**src/rtl/cv32e40p_tmr_fault_monitor_if.sv**
```systemverilog
// Voter-to-monitor bundle: per-replica mismatch flags in, fault status out.
interface cv32e40p_tmr_fault_monitor_if #(
  parameter int unsigned CNT_WIDTH = 8
);
  logic                 valid_i;
  logic                 err_a_i;
  logic                 err_b_i;
  logic                 err_c_i;
  logic                 clear_i;
  logic [CNT_WIDTH-1:0] err_cnt_a_o;
  logic [CNT_WIDTH-1:0] err_cnt_b_o;
  logic [CNT_WIDTH-1:0] err_cnt_c_o;
  logic [2:0]           suspect_o;
  logic [2:0]           perm_fault_o;
  logic                 uncorrectable_o;
  logic                 degraded_o;
  logic                 alarm_o;

  modport master (
    output valid_i, err_a_i, err_b_i, err_c_i, clear_i,
    input  err_cnt_a_o, err_cnt_b_o, err_cnt_c_o, suspect_o, perm_fault_o,
           uncorrectable_o, degraded_o, alarm_o
  );

  modport slave (
    input  valid_i, err_a_i, err_b_i, err_c_i, clear_i,
    output err_cnt_a_o, err_cnt_b_o, err_cnt_c_o, suspect_o, perm_fault_o,
           uncorrectable_o, degraded_o, alarm_o
  );
endinterface

```
**src/rtl/cv32e40p_tmr_fault_monitor.sv**
```systemverilog
// Per-replica fault classification (OK/SUSPECT/FAULTY) behind the TMR voter,
// with saturating error counters, sticky uncorrectable flag and alarm pulse.
module cv32e40p_tmr_fault_monitor #(
  parameter int unsigned CNT_WIDTH      = 8,
  parameter int unsigned PERM_THRESHOLD = 4
) (
  input logic                        clk,
  input logic                        rst_n,
  cv32e40p_tmr_fault_monitor_if.slave bus
);

  localparam int unsigned NREP   = 3;
  localparam int unsigned CONS_W = 4;
  localparam logic [CONS_W-1:0]    PERM_TH = CONS_W'(PERM_THRESHOLD);
  localparam logic [CNT_WIDTH-1:0] CNT_MAX = '1;

  typedef enum logic [1:0] {
    ST_OK      = 2'd0,
    ST_SUSPECT = 2'd1,
    ST_FAULTY  = 2'd2
  } state_e;

  state_e               state_q [NREP];
  state_e               state_d [NREP];
  logic [CONS_W-1:0]    cons_q  [NREP];
  logic [CONS_W-1:0]    cons_d  [NREP];
  logic [CNT_WIDTH-1:0] cnt_q   [NREP];
  logic [CNT_WIDTH-1:0] cnt_d   [NREP];
  logic                 unc_q, unc_d;
  logic                 alarm_q, alarm_d;
  logic [NREP-1:0]      flag;
  logic [NREP-1:0]      enter_fault;
  logic [NREP-1:0]      suspect_vec;
  logic [NREP-1:0]      faulty_vec;
  logic                 sample;

  assign flag   = {bus.err_c_i, bus.err_b_i, bus.err_a_i};
  assign sample = bus.valid_i & ~bus.clear_i;

  always_ff @(posedge clk or negedge rst_n) begin
    if (!rst_n) begin
      for (int i = 0; i < NREP; i++) begin
        state_q[i] <= ST_OK;
        cons_q[i]  <= '0;
        cnt_q[i]   <= '0;
      end
      unc_q   <= 1'b0;
      alarm_q <= 1'b0;
    end else begin
      for (int i = 0; i < NREP; i++) begin
        state_q[i] <= state_d[i];
        cons_q[i]  <= cons_d[i];
        cnt_q[i]   <= cnt_d[i];
      end
      unc_q   <= unc_d;
      alarm_q <= alarm_d;
    end
  end

  // Next state for all replicas; clear wins over a same-cycle sample.
  always_comb begin
    unc_d       = unc_q;
    alarm_d     = 1'b0;
    enter_fault = '0;
    for (int i = 0; i < NREP; i++) begin
      state_d[i] = state_q[i];
      cons_d[i]  = cons_q[i];
      cnt_d[i]   = cnt_q[i];
      if (bus.clear_i) begin
        state_d[i] = ST_OK;
        cons_d[i]  = '0;
        cnt_d[i]   = '0;
      end else if (sample && flag[i]) begin
        if (cnt_q[i] != CNT_MAX) cnt_d[i] = cnt_q[i] + CNT_WIDTH'(1);
        case (state_q[i])
          ST_OK: begin
            state_d[i] = ST_SUSPECT;
            cons_d[i]  = CONS_W'(1);
          end
          ST_SUSPECT: begin
            cons_d[i] = cons_q[i] + CONS_W'(1);
            if (cons_q[i] + CONS_W'(1) == PERM_TH) begin
              state_d[i]     = ST_FAULTY;
              enter_fault[i] = 1'b1;
            end
          end
          ST_FAULTY: ;
          default: begin
            state_d[i] = ST_OK;
            cons_d[i]  = '0;
          end
        endcase
      end else if (sample && state_q[i] != ST_FAULTY) begin
        state_d[i] = ST_OK;
        cons_d[i]  = '0;
      end
    end
    if (bus.clear_i) begin
      unc_d = 1'b0;
    end else if (sample && (&flag)) begin
      unc_d = 1'b1;
    end
    alarm_d = ~bus.clear_i & ((|enter_fault) | (unc_d & ~unc_q));
  end

  // Status decode straight from the state flops.
  always_comb begin
    suspect_vec = '0;
    faulty_vec  = '0;
    for (int i = 0; i < NREP; i++) begin
      suspect_vec[i] = (state_q[i] == ST_SUSPECT);
      faulty_vec[i]  = (state_q[i] == ST_FAULTY);
    end
  end

  assign bus.err_cnt_a_o     = cnt_q[0];
  assign bus.err_cnt_b_o     = cnt_q[1];
  assign bus.err_cnt_c_o     = cnt_q[2];
  assign bus.suspect_o       = suspect_vec;
  assign bus.perm_fault_o    = faulty_vec;
  assign bus.uncorrectable_o = unc_q;
  assign bus.degraded_o      = |faulty_vec;
  assign bus.alarm_o         = alarm_q;

endmodule

```
**src/flat_wrapper.sv**
```systemverilog
// flat-port wrapper written by rule: the top's interface ports become plain ports
module cv32e40p_tmr_fault_monitor_flat 
#(
  parameter int unsigned CNT_WIDTH      = 8,
  parameter int unsigned PERM_THRESHOLD = 4
)
  (clk, rst_n, bus_valid_i, bus_err_a_i, bus_err_b_i, bus_err_c_i, bus_clear_i, bus_err_cnt_a_o, bus_err_cnt_b_o, bus_err_cnt_c_o, bus_suspect_o, bus_perm_fault_o, bus_uncorrectable_o, bus_degraded_o, bus_alarm_o);
  cv32e40p_tmr_fault_monitor_if #(.CNT_WIDTH(CNT_WIDTH)) bus_i ();
  input logic clk;
  input logic rst_n;
  input wire logic [$bits(bus_i.valid_i)-1:0] bus_valid_i;
  input wire logic [$bits(bus_i.err_a_i)-1:0] bus_err_a_i;
  input wire logic [$bits(bus_i.err_b_i)-1:0] bus_err_b_i;
  input wire logic [$bits(bus_i.err_c_i)-1:0] bus_err_c_i;
  input wire logic [$bits(bus_i.clear_i)-1:0] bus_clear_i;
  output wire logic [$bits(bus_i.err_cnt_a_o)-1:0] bus_err_cnt_a_o;
  output wire logic [$bits(bus_i.err_cnt_b_o)-1:0] bus_err_cnt_b_o;
  output wire logic [$bits(bus_i.err_cnt_c_o)-1:0] bus_err_cnt_c_o;
  output wire logic [$bits(bus_i.suspect_o)-1:0] bus_suspect_o;
  output wire logic [$bits(bus_i.perm_fault_o)-1:0] bus_perm_fault_o;
  output wire logic [$bits(bus_i.uncorrectable_o)-1:0] bus_uncorrectable_o;
  output wire logic [$bits(bus_i.degraded_o)-1:0] bus_degraded_o;
  output wire logic [$bits(bus_i.alarm_o)-1:0] bus_alarm_o;
  assign bus_i.valid_i = bus_valid_i;
  assign bus_i.err_a_i = bus_err_a_i;
  assign bus_i.err_b_i = bus_err_b_i;
  assign bus_i.err_c_i = bus_err_c_i;
  assign bus_i.clear_i = bus_clear_i;
  assign bus_err_cnt_a_o = bus_i.err_cnt_a_o;
  assign bus_err_cnt_b_o = bus_i.err_cnt_b_o;
  assign bus_err_cnt_c_o = bus_i.err_cnt_c_o;
  assign bus_suspect_o = bus_i.suspect_o;
  assign bus_perm_fault_o = bus_i.perm_fault_o;
  assign bus_uncorrectable_o = bus_i.uncorrectable_o;
  assign bus_degraded_o = bus_i.degraded_o;
  assign bus_alarm_o = bus_i.alarm_o;
  cv32e40p_tmr_fault_monitor #(.CNT_WIDTH(CNT_WIDTH), .PERM_THRESHOLD(PERM_THRESHOLD)) u_core (.clk(clk), .rst_n(rst_n), .bus(bus_i));
endmodule
```
**config.mk**
```make
export PLATFORM = sky130hd
export DESIGN_NAME = cv32e40p_tmr_fault_monitor_flat
export DESIGN_NICKNAME = d
export VERILOG_FILES = /design/src/rtl/cv32e40p_tmr_fault_monitor_if.sv /design/src/rtl/cv32e40p_tmr_fault_monitor.sv /design/src/flat_wrapper.sv
export SDC_FILE = /design/constraint.sdc
export NUM_CORES = 1
export LEC_CHECK = 0
export CORE_MARGIN = 1
export CORE_UTILIZATION = 36
export DETAILED_ROUTE_END_ITERATION = 10
export PLACE_DENSITY = 0.59
export SLEW_MARGIN = 20
export SYNTH_ARGS = -nofsm -noshare
export SYNTH_HDL_FRONTEND = slang
export SYNTH_SLANG_ARGS = --single-unit
```
**constraint.sdc**
```tcl
create_clock -name clk -period 1.59 [get_ports clk]
set_input_delay 0.318 -clock clk [delete_from_list [all_inputs] [get_ports clk]]
set_output_delay 0.318 -clock clk [all_outputs]
set_load 0.005 [all_outputs]
```
### After elaboration in Yosys (flattened, before gate mapping)

Cells that the tools add are included.
Widths: inputs -> output; s select.

| storage, ports and cells | value |
|---|---|
| bits of input ports | 7 |
| output and inout bits | 33 |
| bits in registers | 44 |

| operators by class | value |
|---|---|
| add/sub/neg operators | 6 |
| bitwise operators | 6 |
| muxes and demuxes | 50 |
| reduce and logical (&&, ||, !) cells | 31 |
| equal/unequal tests | 21 |

Operator list:

| cell | number |
|---|---|
| $mux 8 | 9 |
| $mux 4 | 9 |
| $pmux 4 s3 | 3 |
| $add 8x1->8 const B | 3 |
| $mux 2 | 12 |
| $ne 8x8->1 const B | 3 |
| $pmux 2 s3 | 3 |
| $mux 1 | 14 |
| $add 4x1->4 const B | 3 |
| $eq 4x3->1 const B | 3 |
| $ne 4x4->1 const B | 3 |
| $reduce_and 2->1 | 6 |
| $reduce_and 3->1 | 4 |
| $reduce_bool 2->1 | 6 |
| $ne 3x3->1 const B | 3 |
| $reduce_bool 3->1 | 3 |
| $logic_and 1x1->1 | 7 |
| $eq 2x1->1 const B | 3 |
| $eq 2x2->1 const B | 3 |
| $logic_not 2->1 | 3 |
| $ne 2x2->1 const B | 3 |
| $reduce_or 3->1 | 2 |
| $and 1x1->1 | 3 |
| $not 1->1 | 2 |
| $or 1x1->1 | 1 |

### Depth between registers and ports, before layout

Gate-level depths: netlist of run 1.

| depth | value |
|---|---|
| word-level depth | 9 |
| depth in mapped cells | 5 |

### Least setup slack after synthesis of run 1

Ideal clock, no wire load.

| path | value |
|---|---|
| kind | register -> register |
| start point | register u_core.cnt_q (netlist bit u_core.bus.err_cnt_c_o[0]) |
| end point | register u_core.cnt_q (netlist bit u_core.bus.err_cnt_c_o[5]) |
| arrival | 1,402 ps |
| buffers on the path | 0 |
| stages on the path, launching flop included | 6 |
| path slack | 67 ps |
| cells stage by stage | dfrtp_1 > ha_1 > inv_1 > nor3_1 > or4b_1 > o211a_1 |

| on the way | value |
|---|---|
| longest elaborated chain between the ends | 4 |
| elaborated cells between the ends (all ways) | 7 |

Ends and longest elaborated chain:

| item | line | text |
|---|---|---|
| start: declaration | cv32e40p_tmr_fault_monitor.sv:27 | `logic [CNT_WIDTH-1:0] cnt_q [NREP];` |
| start signal: indexed assignment | cv32e40p_tmr_fault_monitor.sv:53 | `cnt_q[i] <= cnt_d[i];` |
| $add 8x1->8 | cv32e40p_tmr_fault_monitor.sv:74 | `if (cnt_q[i] != CNT_MAX) cnt_d[i] = cnt_q[i] + CNT_WIDTH'(1);` |
| $mux 8 | cv32e40p_tmr_fault_monitor.sv:74 |  |
| $mux 8 | cv32e40p_tmr_fault_monitor.sv:73 | `end else if (sample && flag[i]) begin` |
| $mux 8 | cv32e40p_tmr_fault_monitor.sv:69 | `if (bus.clear_i) begin` |

Several ways; a longest one is shown, not always the timed one. The select of a mux whose other input is x is not followed.
A chain may end at the register's enable or synchronous reset.

### Worst setup path after layout of run 1

| path | value |
|---|---|
| start point | register u_core.cnt_q (netlist bit u_core.bus.err_cnt_c_o[6]) |
| end point | output bus_err_cnt_c_o[6] |

RTL lines:

| item | line | text |
|---|---|---|
| end: declaration | flat_wrapper.sv:18 | `output wire logic [$bits(bus_i.err_cnt_c_o)-1:0] bus_err_cnt_c_o;` |

No word-level cell between the ends.

==> results.py, run 1 <==
metrics = {
    "outcome": {
        "status": "finished clean",
    },
    "sta": {
        "rsz0062_at_grt": "yes",
        "fin_crit_sh_pct": 97.7,
        "setup_tns_ns": 0,
        "setup_viol": 0,
        "max-slew-margin-rel_pct": 71.6,
        "hold_viol": 0,
        "finClkSkew_ns": 0.00738,
        "worstMarginPinSlew_ns": 0.426,
        "slew_viol_final": 0,
        "fin_crit_ns": 1.55,
        "timing.final.ws_setup_ns": 0.0366,
        "max_freq_mhz": 644,
    },
    "synthesis": {
        "yosysSeqAreaShare_pct": 47.1,
        "ys_seq_elements": 44,
        "ys.flop_type": "dfrtp_1",
        "syn_avg_cell_area_sq_um": 9.86,
        "synth_cell_types": 52,
        "synth_edf_count": 0,
        "synth_cells": 237,
        "syn_nets": 250,
        "async_flop_share_pct": 100,
        "yosys_warnings": 0,
        "netlist_area_sq_um": 2340,
    },
    "critical_path": {
        "required_ns": 1.27,
        "cp_max_fo": 4,
        "cp_top_family": "buffers and inverters",
        "r2r_slack_ns": 0.06,
        "critical-path-max-stage-delay_ns": 0.53,
        "crit_arrival_ns": 1.24,
        "timing.rr.end": "u_core.bus.err_cnt_b_o[5]",
        "rr_startpoint": "u_core.bus.err_cnt_b_o[3]",
        "start_kind": "flop",
        "crit_type": "reg -> out",
        "endpoint_kind": "primary output",
        "cp_slowest_cell": "clkdlybuf4s50_1",
        "reg2reg_depth": 5,
        "path_cells": "clkdlybuf4s50_1",
        "path_buf_inv": 1,
    },
    "routing": {
        "via_per_inst": 5.19,
        "via_count": 2181,
        "wire_per_inst_um": 13.4,
        "detail_route.iter0.violations": 106,
        "ant_nets": 0,
        "route.detailed.drc": 0,
        "drt_pre_antenna_iters": 4,
        "wl_mm": 5.63,
    },
    "hold_path": {
        "hp-class": "reg -> reg",
        "hp-start": "u_core.cons_q[10]",
        "hold_end": "u_core.cons_q[10]",
        "hold_depth": 1,
    },
    "pwr": {
        "power.total_w": 0.00214,
        "power.density_nw_per_um2": 615,
        "ir_drop_mv": 0.333,
        "p_leak_nw": 1.78,
    },
    "place": {
        "gp_congestion": 0.782,
        "pre_cts_ws_ns": -0.398,
        "hpwl_mm": 3.94,
        "port_buffers": 39,
    },
    "finish": {
        "fillCellCount": 560,
        "drive_gt1_share_pct": 30.4,
        "area_delta_synth_final_pct": 48.7,
        "nets": 357,
        "utilization_pct": 57.0,
        "n_antenna_cell": 0,
    },
    "floorplanning": {
        "rows": 28,
        "pin_count": 40,
        "die_y_um": 82.6,
        "die-area_sq_um": 6820,
        "die_w_um": 82.6,
        "coreArea_sq_um": 6100,
        "initial_utilization_pct": 38.3,
    },
    "global_route": {
        "grt_max_degree": 45,
        "grt_use_total_pct": 17.6,
        "grt_pass1_vias": 1984,
        "antenna_found_initial": 0,
        "grt-ovfl-total": 0,
        "grt_pass1_wl_mm": 9.07,
    },
    "clocking": {
        "cts_sinks": 44,
        "cts.path.max_buffers": 2,
        "insertion_delay_ns": 0.30,
        "ctsRootBufferMaster": "clkbuf_8",
        "clkTransAtPathRegs_ns": 0.09,
        "cts_buffers": 5,
        "h-tree-depth": 2,
        "cts_tree": "yes",
    },
    "job": {
        "drv_cap": 0,
    },
}
-- logic make-up after synthesis --
| group | synth area share, % |
|---|---|
| AOI/OAI and AO/OA | 16.8 |
| xor gates and xnor gates | 3.00 |
| adders and majority gates | 3.21 |
| buffers and inverters | 2.95 |
| DFF | 47.1 |
| muxes | 2.20 |
| and+or+nand+nor | 24.7 |
-- how the worst max path moves through the flow --
| stage | from | endpoint | slack (ns) | cells past startpoint |
|---|---|---|---|---|
| after floorplan | u_core.bus.err_cnt_c_o[0] | u_core.bus.err_cnt_c_o[5] | 0.07 | 5 |
| after global routing | bus_err_b_i | u_core.bus.err_cnt_b_o[7] | -0.03 | 6 |
| after detailed placement | bus_valid_i | u_core.bus.alarm_o | -0.40 | 6 |
| final | u_core.bus.err_cnt_c_o[6] | bus_err_cnt_c_o[6] | 0.04 | 1 |
| after CTS | u_core.bus.err_cnt_b_o[1] | bus_err_cnt_b_o[1] | 0.0002 | 2 |
| after global placement | bus_valid_i | u_core.bus.err_cnt_c_o[5] | -0.39 | 6 |
-- placed cells by master (no fill, tap or decap), types with 11 or more instances in the layout --
master / instances
nand3_1: 11
nand2_1: 17
o21ai_0: 12
nor3_1: 12
inv_1: 12
nor2_1: 26
dlygate4sd2_1: 13
buf_4: 61
clkdlybuf4s50_1: 15
dfrtp_1: 37
-- cell usage after synthesis, types with 2 or more instances --
| library cell | n | area, sq um |
|---|---|---|
| a211oi_1 | 2 | 15.0 |
| a21o_1 | 3 | 22.5 |
| a21oi_1 | 8 | 40.0 |
| a22o_1 | 8 | 70.1 |
| a311oi_1 | 2 | 17.5 |
| a31oi_1 | 2 | 12.5 |
| clkbuf_1 | 2 | 7.51 |
| dfrtp_1 | 44 | 1100 |
| ha_1 | 6 | 75.1 |
| inv_1 | 12 | 45.0 |
| mux2i_1 | 4 | 40.0 |
| nand2_1 | 17 | 63.8 |
| nand2b_1 | 7 | 43.8 |
| nand3_1 | 11 | 55.1 |
| nand4_1 | 5 | 31.3 |
| nor2_1 | 27 | 101 |
| nor2b_1 | 3 | 18.8 |
| nor3_1 | 13 | 65.1 |
| nor4_1 | 4 | 25.0 |
| o211ai_1 | 3 | 22.5 |
| o21a_1 | 4 | 30.0 |
| o21ai_0 | 12 | 60.1 |
| o311a_1 | 2 | 20.0 |
| o31ai_1 | 2 | 15.0 |
| xnor2_1 | 2 | 17.5 |
| xor2_1 | 6 | 52.6 |
-- power by group --
group / leakage [nW] / internal, W / switching [W] / total (W)
clock network: 0.0510 / 0.000347 / 0.000386 / 0.000733
registers: 0.597 / 0.00114 / 0.0000119 / 0.00115
logic: 1.13 / 0.000127 / 0.000127 / 0.000254
total: 1.78 / 0.00161 / 0.000525 / 0.00214
-- final cells by class --
cell class / instances / area [sq um] / area share [%]
Tap cell: 75 / 93.8 / 2.70
Timing Repair Buffer: 105 / 898 / 25.9
Clock buffer: 6 / 82.6 / 2.38
Sequential cell: 44 / 1110 / 32.0
Clock inverter: 2 / 10.0 / 0.288
Multi-Input combinational cell: 176 / 1230 / 35.5
Inverter: 12 / 45.0 / 1.30
-- sequential cells by signal, summed over array words and instances (netlist names) --
signal	flops
u_core.cons_q	12
u_core.state_q	6
u_core.bus.err_cnt_a_o	8
u_core.bus.alarm_o	1
u_core.bus.uncorrectable_o	1
u_core.bus.err_cnt_c_o	8
u_core.bus.err_cnt_b_o	8
-- worst reg2reg max path: cells and delay by family, from the launching register on --
| family | cells | cell delay, ns |
|---|---|---|
| multiplexers | 1 | 0.36 |
| flip-flops | 1 | 0.39 |
| AND/OR/NAND/NOR | 2 | 0.35 |
| AO/OA/AOI/OAI | 1 | 0.19 |
| buffers and inverters | 1 | 0.14 |
-- repair_timing --
| item | in CTS | in global routing |
|---|---|---|
| pin swaps | 0 | 2 |
| hold endpoints to repair | 9 | 0 |
| setup endpoints to repair | 26 | 21 |
| gates resized for setup | 30 | 21 |
| hold buffers | 1 | 0 |
| buffers inserted | 13 | 7 |
-- layer usage --
layer  share of wire (%)  global-route usage, %  vias to the layer above
met5                   0                      0                        -
met4                0.34                   3.62                        0
met2                  47                   30.3                       42
li1                    -                      -                     1081
met1                  48                   22.8                     1056
met3                 3.9                   3.52                        2
-- metrics by stage --
stage | area, sq um | std cells | hold slack (ns)
final | 3470 | 420 | 0.519
after global routing | 3470 | 420 | 0.541
after CTS | 3380 | 413 | 0.520
after floorplan | 2340 | 237 | 0.0224
after detailed placement | 3140 | 391 | 0.320
after global placement | 3140 | 391 | 0.321
Note: power is estimated with default switching activity, not from simulation.
==> inputs of run 2 (changes only) <==
Settings changed: RECOVER_POWER from default to 50.
==> run 2 against run 1 <==
  * First-iteration DRC count unchanged
  * Cell count did not move
  * Register-to-register slack barely moved
  * Maximum frequency about the same
  * Total power is 0.20% lower
  * Largest cell class unchanged
==> results.py, run 2 (synthesized netlist as in run 1, its figures left out) <==
metrics = {
    "critical_path": {
        "critPathLaunch": "u_core.bus.err_cnt_c_o[6]",
        "crit_type": "reg -> out",
        "cp_slowest_cell": "clkdlybuf4s50_1",
        "start_kind": "flop",
        "cp_max_fo": 4,
        "rr_startpoint": "u_core.bus.err_cnt_b_o[3]",
        "required_ns": 1.27,
        "path_buf_inv": 1,
        "crit_arrival_ns": 1.24,
        "path_cells": "clkdlybuf4s50_1",
        "cp_top_family": "buffers and inverters",
        "critical-path-max-stage-delay_ns": 0.53,
        "endpoint_kind": "primary output",
    },
    "clocking": {
        "cts_tree": "yes",
        "h-tree-depth": 2,
        "ctsRootBufferMaster": "clkbuf_8",
        "cts_sinks": 44,
        "cts.path.max_buffers": 2,
        "cts_buffers": 5,
        "clkTransAtPathRegs_ns": 0.09,
        "insertion_delay_ns": 0.30,
    },
    "pwr": {
        "p_leak_nw": 1.78,
        "ir_drop_mv": 0.333,
        "power.density_nw_per_um2": 616,
        "power.total_w": 0.00213,
    },
    "finish": {
        "seq_area_sq_um": 1110,
        "largest_reg_flops": 12,
        "regMostFlops": "u_core.cons_q",
        "final_cell_mix": "buf_4, dfrtp_1, nor2_1",
        "area_delta_synth_final_pct": 48.2,
        "nets": 357,
        "final_cells": 420,
        "fillCellCount": 562,
        "drive_gt1_share_pct": 30.4,
        "multi_input_area_sq_um": 1230,
        "n_antenna_cell": 0,
        "final_common_cell": "buf_4",
    },
    "sta": {
        "slew_viol_final": 0,
        "max-slew-margin-rel_pct": 59.3,
        "fin_crit_sh_pct": 97.7,
        "hold_viol": 0,
        "max_freq_mhz": 644,
        "finClkSkew_ns": 0.00737,
        "worstMarginPinSlew_ns": 0.611,
        "setup_viol": 0,
        "fin_crit_ns": 1.55,
        "rsz0062_at_grt": "yes",
    },
    "routing": {
        "detail_route.iter0.violations": 106,
        "route.detailed.drc": 0,
        "drt_pre_antenna_iters": 4,
        "wl_mm": 5.63,
        "via_count": 2180,
        "via_per_inst": 5.19,
        "wire_per_inst_um": 13.4,
        "ant_nets": 0,
    },
    "outcome": {
        "status": "finished clean",
    },
    "global_route": {
        "grt-ovfl-total": 0,
        "grt_pass1_wl_mm": 9.07,
        "grt_use_total_pct": 17.6,
        "antenna_found_initial": 0,
        "grt_pass1_vias": 1984,
        "grt_max_degree": 45,
    },
    "floorplanning": {
        "die_y_um": 82.6,
        "rows": 28,
        "initial_utilization_pct": 38.3,
        "die-area_sq_um": 6820,
        "pin_count": 40,
        "coreArea_sq_um": 6100,
        "die_w_um": 82.6,
    },
    "place": {
        "dp.cells": 391,
        "port_buffers": 39,
        "hpwl_mm": 3.94,
        "gp_congestion": 0.782,
    },
    "hold_path": {
        "hp-class": "reg -> reg",
        "hp-start": "u_core.cons_q[10]",
    },
    "job": {
        "drv_cap": 0,
    },
}
## run 2: cell types whose count changed in the layout (fill, tap and decap cells not counted)
| cell | delta |
|---|---|
| clkbuf_4 | +1 |
| buf_12 | -1 |
## run 2: stage by stage
step           util, %  area, sq um  hold slack (ns)  TNS (ns)  setup WS, ns
2_1_floorplan        -         2340           0.0224         0        0.0674
3_3_place_gp      51.5         3140            0.321     -8.74        -0.394
3_5_place_dp      51.5         3140            0.320     -9.03        -0.398
4_1_cts           55.4         3380            0.520         0      0.000235
5_1_grt           56.8         3460            0.541   -0.0388       -0.0304
6_report          56.8         3460            0.519         0        0.0366
## run 2: area by class of cell
cell class	instances	share of cell area, %
inverters	12	1.30
clock inverters	2	0.289
repair buffers	105	25.6
flip-flops and latches	44	32.1
clock buffers	6	2.39
multi-input cells	176	35.6
well taps	75	2.71
## run 2: final timing paths
| check | cells past startpoint | slack [ns] | end |
|---|---|---|---|
| max reg2reg | 5 | 0.06 | u_core.bus.err_cnt_b_o[5] |
| min in group asynchronous | 3 | 0.68 | u_core.bus.err_cnt_b_o[5] |
| max in group asynchronous | 3 | 0.47 | u_core.state_q[5] |
| min | 1 | 0.52 | u_core.cons_q[10] |
| max | 1 | 0.04 | bus_err_cnt_c_o[6] |
| min reg2reg | 1 | 0.52 | u_core.cons_q[10] |
## run 2: power breakdown
part,leakage (nW),switching (W),internal (W),total (W)
clock,0.0510,0.000386,0.000347,0.000733
combinational,1.13,0.000126,0.000123,0.000250
sequential,0.597,0.0000120,0.00114,0.00115
total,1.78,0.000525,0.00161,0.00213
## run 2: repair_timing
| action | in CTS | in global routing |
|---|---|---|
| buffers inserted | 13 | 7 |
| hold buffers | 1 | 0 |
| pin swaps | 0 | 2 |
| setup endpoints to repair | 26 | 21 |
| endpoints found under the hold margin | 9 | 0 |
| gates resized for setup | 30 | 21 |
## run 2: routing by layer
metal | GRT usage [%] | share of wire (%)
met1 | 22.8 | 48
met4 | 3.62 | 0.34
met2 | 30.3 | 47
met5 | 0 | 0
met3 | 3.52 | 3.9
